==> src/rtl/nv_ram_fifo_ctrl_64x14.sv <==
// FIFO controller for an external 64x14 two-port RAM with registered read address and output.
// A two-stage read pipeline (address, output) hides the 2-cycle RAM read latency and stalls losslessly.
module nv_ram_fifo_ctrl_64x14 #(
  parameter int DEPTH = 64,
  parameter int AW    = 6,
  parameter int WIDTH = 14
) (
  input  logic             clk,
  input  logic             reset,
  input  logic             wr_pvld,
  output logic             wr_prdy,
  input  logic [WIDTH-1:0] wr_pd,
  output logic             rd_pvld,
  input  logic             rd_prdy,
  output logic [WIDTH-1:0] rd_pd,
  output logic [AW:0]      count,
  output logic [AW-1:0]    ram_wa,
  output logic             ram_we,
  output logic [WIDTH-1:0] ram_di,
  output logic [AW-1:0]    ram_ra,
  output logic             ram_re,
  output logic             ram_ore,
  input  logic [WIDTH-1:0] ram_dout,
  input  logic [31:0]      pwrbus_ram_pd,
  output logic [31:0]      ram_pwrbus_ram_pd
);

  localparam logic [AW:0] DEPTH_C = (AW+1)'(DEPTH);
  localparam logic [AW:0] ONE_C   = (AW+1)'(1);

  logic [AW:0] wr_ptr_q, wr_ptr_d;
  logic [AW:0] iss_ptr_q, iss_ptr_d;
  logic [AW:0] count_q, count_d;
  logic        s1_vld_q, s1_vld_d;
  logic        s2_vld_q, s2_vld_d;
  logic        push, pop, adv1, adv2;
  logic [AW:0] avail;

  always_comb begin
    wr_prdy = (count_q < DEPTH_C);
    push    = wr_pvld & wr_prdy;
    rd_pvld = s2_vld_q;
    pop     = s2_vld_q & rd_prdy;
    // Entries written but not yet issued; pointer MSB disambiguates full vs empty.
    avail   = wr_ptr_q - iss_ptr_q;
    adv2    = s1_vld_q & (~s2_vld_q | rd_prdy);
    adv1    = (avail != '0) & (~s1_vld_q | adv2);

    wr_ptr_d  = push ? wr_ptr_q + ONE_C : wr_ptr_q;
    iss_ptr_d = adv1 ? iss_ptr_q + ONE_C : iss_ptr_q;
    s1_vld_d  = adv1 | (s1_vld_q & ~adv2);
    s2_vld_d  = adv2 | (s2_vld_q & ~rd_prdy);

    // Count spans RAM, stage 1 and stage 2, so a slot is never rewritten before its pop.
    count_d = count_q;
    if (push && !pop) begin
      count_d = count_q + ONE_C;
    end else if (pop && !push) begin
      count_d = count_q - ONE_C;
    end
  end

  always_ff @(posedge clk or posedge reset) begin
    if (reset) begin
      wr_ptr_q  <= '0;
      iss_ptr_q <= '0;
      count_q   <= '0;
      s1_vld_q  <= 1'b0;
      s2_vld_q  <= 1'b0;
    end else begin
      wr_ptr_q  <= wr_ptr_d;
      iss_ptr_q <= iss_ptr_d;
      count_q   <= count_d;
      s1_vld_q  <= s1_vld_d;
      s2_vld_q  <= s2_vld_d;
    end
  end

  assign ram_we            = push;
  assign ram_wa            = wr_ptr_q[AW-1:0];
  assign ram_di            = wr_pd;
  assign ram_re            = adv1;
  assign ram_ra            = iss_ptr_q[AW-1:0];
  assign ram_ore           = adv2;
  assign rd_pd             = ram_dout;
  assign count             = count_q;
  assign ram_pwrbus_ram_pd = pwrbus_ram_pd;

  a_no_push_full: assert property (@(posedge clk) disable iff (reset)
    !(push && (count_q == DEPTH_C)));
  a_no_pop_empty: assert property (@(posedge clk) disable iff (reset)
    !(pop && !s2_vld_q));
  a_count_bound: assert property (@(posedge clk) disable iff (reset)
    count_q <= DEPTH_C);

endmodule
==> config.mk <==
export PLATFORM = sky130hd
export DESIGN_NAME = nv_ram_fifo_ctrl_64x14
export DESIGN_NICKNAME = d
export VERILOG_FILES = /design/src/rtl/nv_ram_fifo_ctrl_64x14.sv
export SDC_FILE = /design/constraint.sdc
export NUM_CORES = 1
export LEC_CHECK = 0
export BUFFER_PORTS_ARGS = -buffer_cell sky130_fd_sc_hd__buf_2
export CORE_MARGIN = 2
export CORE_UTILIZATION = 37
export DETAILED_ROUTE_END_ITERATION = 6
export PLACE_DENSITY = 0.85
export SLEW_MARGIN = 20
export SYNTH_ARGS = -nofsm -noshare
export SYNTH_HDL_FRONTEND = slang
export SYNTH_SLANG_ARGS = --single-unit
==> constraint.sdc <==
create_clock -name clk -period 2.3 [get_ports clk]
set_input_delay 0 -clock clk [delete_from_list [all_inputs] [get_ports clk]]
set_output_delay 0 -clock clk [all_outputs]
set_load 0.005 [all_outputs]
Word-level counts from Yosys, hierarchy flattened

Index checks and enable logic that the tools add are counted.

Multipliers: 0
$lt $le $gt $ge: 1
Shift operators: 0
Bitwise operators: 14
Divide/modulo/power cells: 0
Reductions and logical operators: 6
Equal/unequal tests: 0
Multiplexer cells: 2
Add/sub/neg operators: 5

Operator list:

| operator                                                            | number |
|---|---|
| 7-bit by 1-bit adder with 7-bit output (second input constant)      | 3 |
| 7-bit 2-to-1 mux                                                    | 2 |
| 7-bit less-than comparator (second input constant)                  | 1 |
| 7-bit nonzero test                                                  | 1 |
| 7-bit by 1-bit subtractor with 7-bit output (second input constant) | 1 |
| 7-bit subtractor                                                    | 1 |
| 1-bit bitwise AND                                                   | 6 |
| 1-bit inverter                                                      | 4 |
| 1-bit bitwise OR                                                    | 4 |
| 1-bit logical AND                                                   | 2 |
| 1-bit zero test                                                     | 2 |
| 2-bit nonzero test                                                  | 1 |

Memories: 0
Input bits: 64
Bits in latches: 0
Bits in read-only memories: 0
Word-level logic and storage cells: 33
Output and inout port bits: 84
Register bits: 23
RAM bits: 0

Logic depth before layout (Yosys ltp)

Depth after elaboration: 6
Mapped depth: 11

Worst setup path after synthesis

OpenSTA, ideal clock, no wires.

Path type: reg-to-reg
Start: register iss_ptr_q[1]
End: register iss_ptr_q[1]
Arrival: 2.398 ns
Stages on the path, launching flop included: 9
Clock period less this slack: 2.523 ns
Library setup time: 0.125 ns
Data required time: 2.175 ns
Setup slack: -0.223 ns
Path through: dfrtp_1 -> inv_1 -> ha_1 -> nor2b_4 -> o211a_1 -> or3_4 -> a2111oi_4 -> a21o_4 -> mux2_4

Longest elaborated chain between the ends: 3
Elaborated cells between the ends (all ways): 4
Classes of those cells: add/sub (2); bitwise (1); reduce/logical (1)

Ends and longest elaborated chain:

| element                | RTL line | source |
|---|---|---|
| start, declared        | 32       | `logic [AW:0] iss_ptr_q, iss_ptr_d;` |
| start signal, assigned | 72       | `iss_ptr_q <= iss_ptr_d;` |
| 7-bit subtractor       | 45       | `avail = wr_ptr_q - iss_ptr_q;` |
| 7-bit nonzero test     | 47       | `adv1 = (avail != '0) & (~s1_vld_q \| adv2);` |
| 1-bit bitwise AND      | 47       |  |

Parallel ways exist; a longest one is shown, timed or not.
A chain may end at the register's enable or synchronous reset.

Final worst setup path

Start: register wr_ptr_q[1]
End: register iss_ptr_q[1]

Longest elaborated chain between the ends: 3

Ends and longest elaborated chain:

| element                | RTL line | source |
|---|---|---|
| start, declared        | 31       | `logic [AW:0] wr_ptr_q, wr_ptr_d;` |
| start signal, assigned | 71       | `wr_ptr_q <= wr_ptr_d;` |
| 7-bit subtractor       | 45       |  |
| 7-bit nonzero test     | 47       |  |
| 1-bit bitwise AND      | 47       |  |

Every way passes these cells.

==> results.yml <==
synth:
  synth_edf_count: 0
  synth_flop_cell: "dfrtp_1"
  synthTopCellsByCount: "72 x buf_4, 23 x dfrtp_1, 17 x inv_1"
  yosysTopAreaCell: "dfrtp_1"
  yosysUniqueCellTypes: 40
  synthArstFlopShare_pct: 100
  synth_warnings: 0
  synth.avg_cell_area_um2: 9.11
  synth-seq-area-share_pct: 28.2
  synth_most_common_cell: "buf_4"
  synth_nets: 303
  ys_top_cells_by_area: "dfrtp_1 28%, buf_4 26%, ha_1 8.6%, xnor2_1 6.4%, inv_1 3.1%"
  ys_seq_elements: 23
  synthCells: 224
  synth_top_area_share_pct: 28.2
  netlist_area_um2: 2040
global_routing:
  grt_antenna_before_repair: 0
  grt_first_pass_wirelength_mm: 5.72
  grt_overflow: 0
  track_usage_pct: 11.4
  grt_pass1_vias: 1321
  grt_max_degree: 24
placed_design:
  port_buffers: 27
  dpl.hpwl_mm: 2.70
  gp_congestion: 0.801
  dpl_cell_area_um2: 1850
finish:
  final_area_um2: 2000
  fin_util_pct: 36.9
  n_antenna_cell: 0
  syn_to_final_growth_pct: -2.21
  drive_gt1_share_pct: 36.0
  nNetsFinal: 283
clock_network:
  clkLatencyLatePin_ns: 0.27
  clk_pin_slew_ns: 0.09
  cts_buffer_depth: 2
  root_buffer: "clkbuf_8"
  cts.sinks: 23
  htreeDepth: 1
  cts_buffers: 3
  cts_tree: "done"
sta:
  finalCriticalPeriod_ns: 2.31
  period_share_pct: 101
  relSlewSlack_pct: 40.2
  clock_skew_ns: 0.0110
  fmax_mhz: 433
  final_max_slew_viol_count: 0
  worstMarginPinSlew_ns: 0.897
  hold_viol_final: 0
  rsz0062_at_grt: "true"
  setup_viol_count_final: 2
  fin_ws_ns: -0.0115
drt:
  vias: 1318
  final_antenna_net_count: 0
  wl_per_cell_um: 12.8
  avgViaCountPerCell: 4.79
  drt_wl_total_mm: 3.52
  drtIter0Drc: 60
  drc_errors: 0
  drt_pre_antenna_iters: 4
floorplan:
  chipHeight_um: 78.3
  pin_count: 148
  die_area_um2: 6130
  rows: 27
  start_util_pct: 37.8
  die_w_um: 78.3
  coreArea_um2: 5410
power_and_ir_drop:
  power.total_mw: 3.14
  power_density_nw_per_um2: 1580
  leakage_nw: 0.944
  ir_worst_vdd_mv: 0.636
outcome:
  status: "complete, but fails checks"
  failed_checks: "setup timing"
worst_setup_path:
  critPathMaxFanout: 3
  cp-end-kind: "register"
  critical_path_arrival_ns: 2.47
  start_kind: "register"
  worst-setup-path-type: "reg2reg"
  critPathRequiredTime_ns: 2.46
job:
  drv_cap: 0
worst_hold_path:
  hp-class: "in2out"
path summary, 6_finish.rpt:
path | from | endpoint | slack [ns] | depth (start not counted)
worst max-delay path | wr_ptr_q[1] | iss_ptr_q[1] | -0.01 | 7
worst max register to register | wr_ptr_q[1] | iss_ptr_q[1] | -0.01 | 7
worst min register to register | wr_ptr_q[6] | wr_ptr_q[6] | 0.51 | 1
min in group asynchronous | reset | wr_ptr_q[6] | 0.47 | 3
worst min-delay path | pwrbus_ram_pd[29] | ram_pwrbus_ram_pd[29] | 0.000002 | 0
max in group asynchronous | reset | rd_pvld | 1.27 | 3
timing repair:
action / in CTS / in global routing
pin swaps: 0 / 5
cloned: 0 / 0
setup endpoints to repair: 1 / 10
endpoints found under the hold margin: 23 / 0
hold buffers: 1 / 0
setup buffers: 0 / 5
resized for setup: 1 / 13
metal layers:
metal | share of wire (%) | wire length, µm | global-route usage (%) | vias to the layer above
li1 | - | - | - | 630
met1 | 40 | 1420 | 12.9 | 621
met2 | 50 | 1770 | 20.3 | 47
met3 | 6.8 | 238 | 3.10 | 20
met4 | 2.6 | 92 | 4.74 | 0
met5 | 0 | 0 | 0 | -
layout by cell type (no fill, tap or decap), types with 4 or more instances in the layout:
cell type  netlist  routed
buf_4           72      21
dfrtp_1         23      23
xor2_1           5       5
o21ai_0          9       6
buf_2            0      27
xnor2_1         15      15
inv_1           17      14
ha_1            14       9
nand4_1          5       5
nand2_1         13      13
a21oi_1         10       8
nor2_1           4       4
through the flow:
stage | setup slack (ns) | setup TNS, ns | instances | hold slack (ns)
2_1_floorplan | -0.0586 | -0.0586 | 224 | 0.00192
3_3_place_gp | 0.0497 | 0 | 265 | 0.0000346
3_5_place_dp | -0.00137 | -0.00137 | 265 | 0.0000346
4_1_cts | -0.00269 | -0.00269 | 270 | 0.0000346
5_1_grt | -0.0928 | -0.396 | 275 | 0.00000795
6_report | -0.0115 | -0.0181 | 275 | 0.00000198
flip-flops by register name, summed over array words and instances, names as in the netlist:
signal / count
s1_vld_q: 1
iss_ptr_q: 7
wr_ptr_q: 7
count: 7
rd_pvld: 1
cells by family after synthesis:
| logic type | synth area share, % |
|---|---|
| AOI/OAI and AO/OA | 10.6 |
| xor gates and xnor gates | 8.58 |
| adders and majority gates | 9.56 |
| buffers and inverters | 30.0 |
| DFF | 28.2 |
| muxes | 1.84 |
| and+or+nand+nor | 11.2 |
power by group:
part / internal (mW) / total, mW / switching (mW)
clock: 0.121 / 0.251 / 0.130
sequential: 0.590 / 0.736 / 0.146
combinational: 1.10 / 2.16 / 1.05
total: 1.81 / 3.14 / 1.33
layout make-up:
cell class	instances	area [µm²]
fillers	562	3410
multi-input cells	110	917
flip-flops and latches	23	576
repair buffers	49	303
well taps	72	90.1
inverters	17	63.8
clock buffers	3	41.3
clock inverters	1	5.00
critical path, cell delays in order (launching register included):
cell and delay, ns:
dfrtp_1 0.41, ha_4 0.25, nor2b_4 0.12, o211a_1 0.21, or3_4 0.34, a2111oi_4 0.38
a21o_4 0.19, mux2_4 0.30
(Power assumes the default switching activity.)
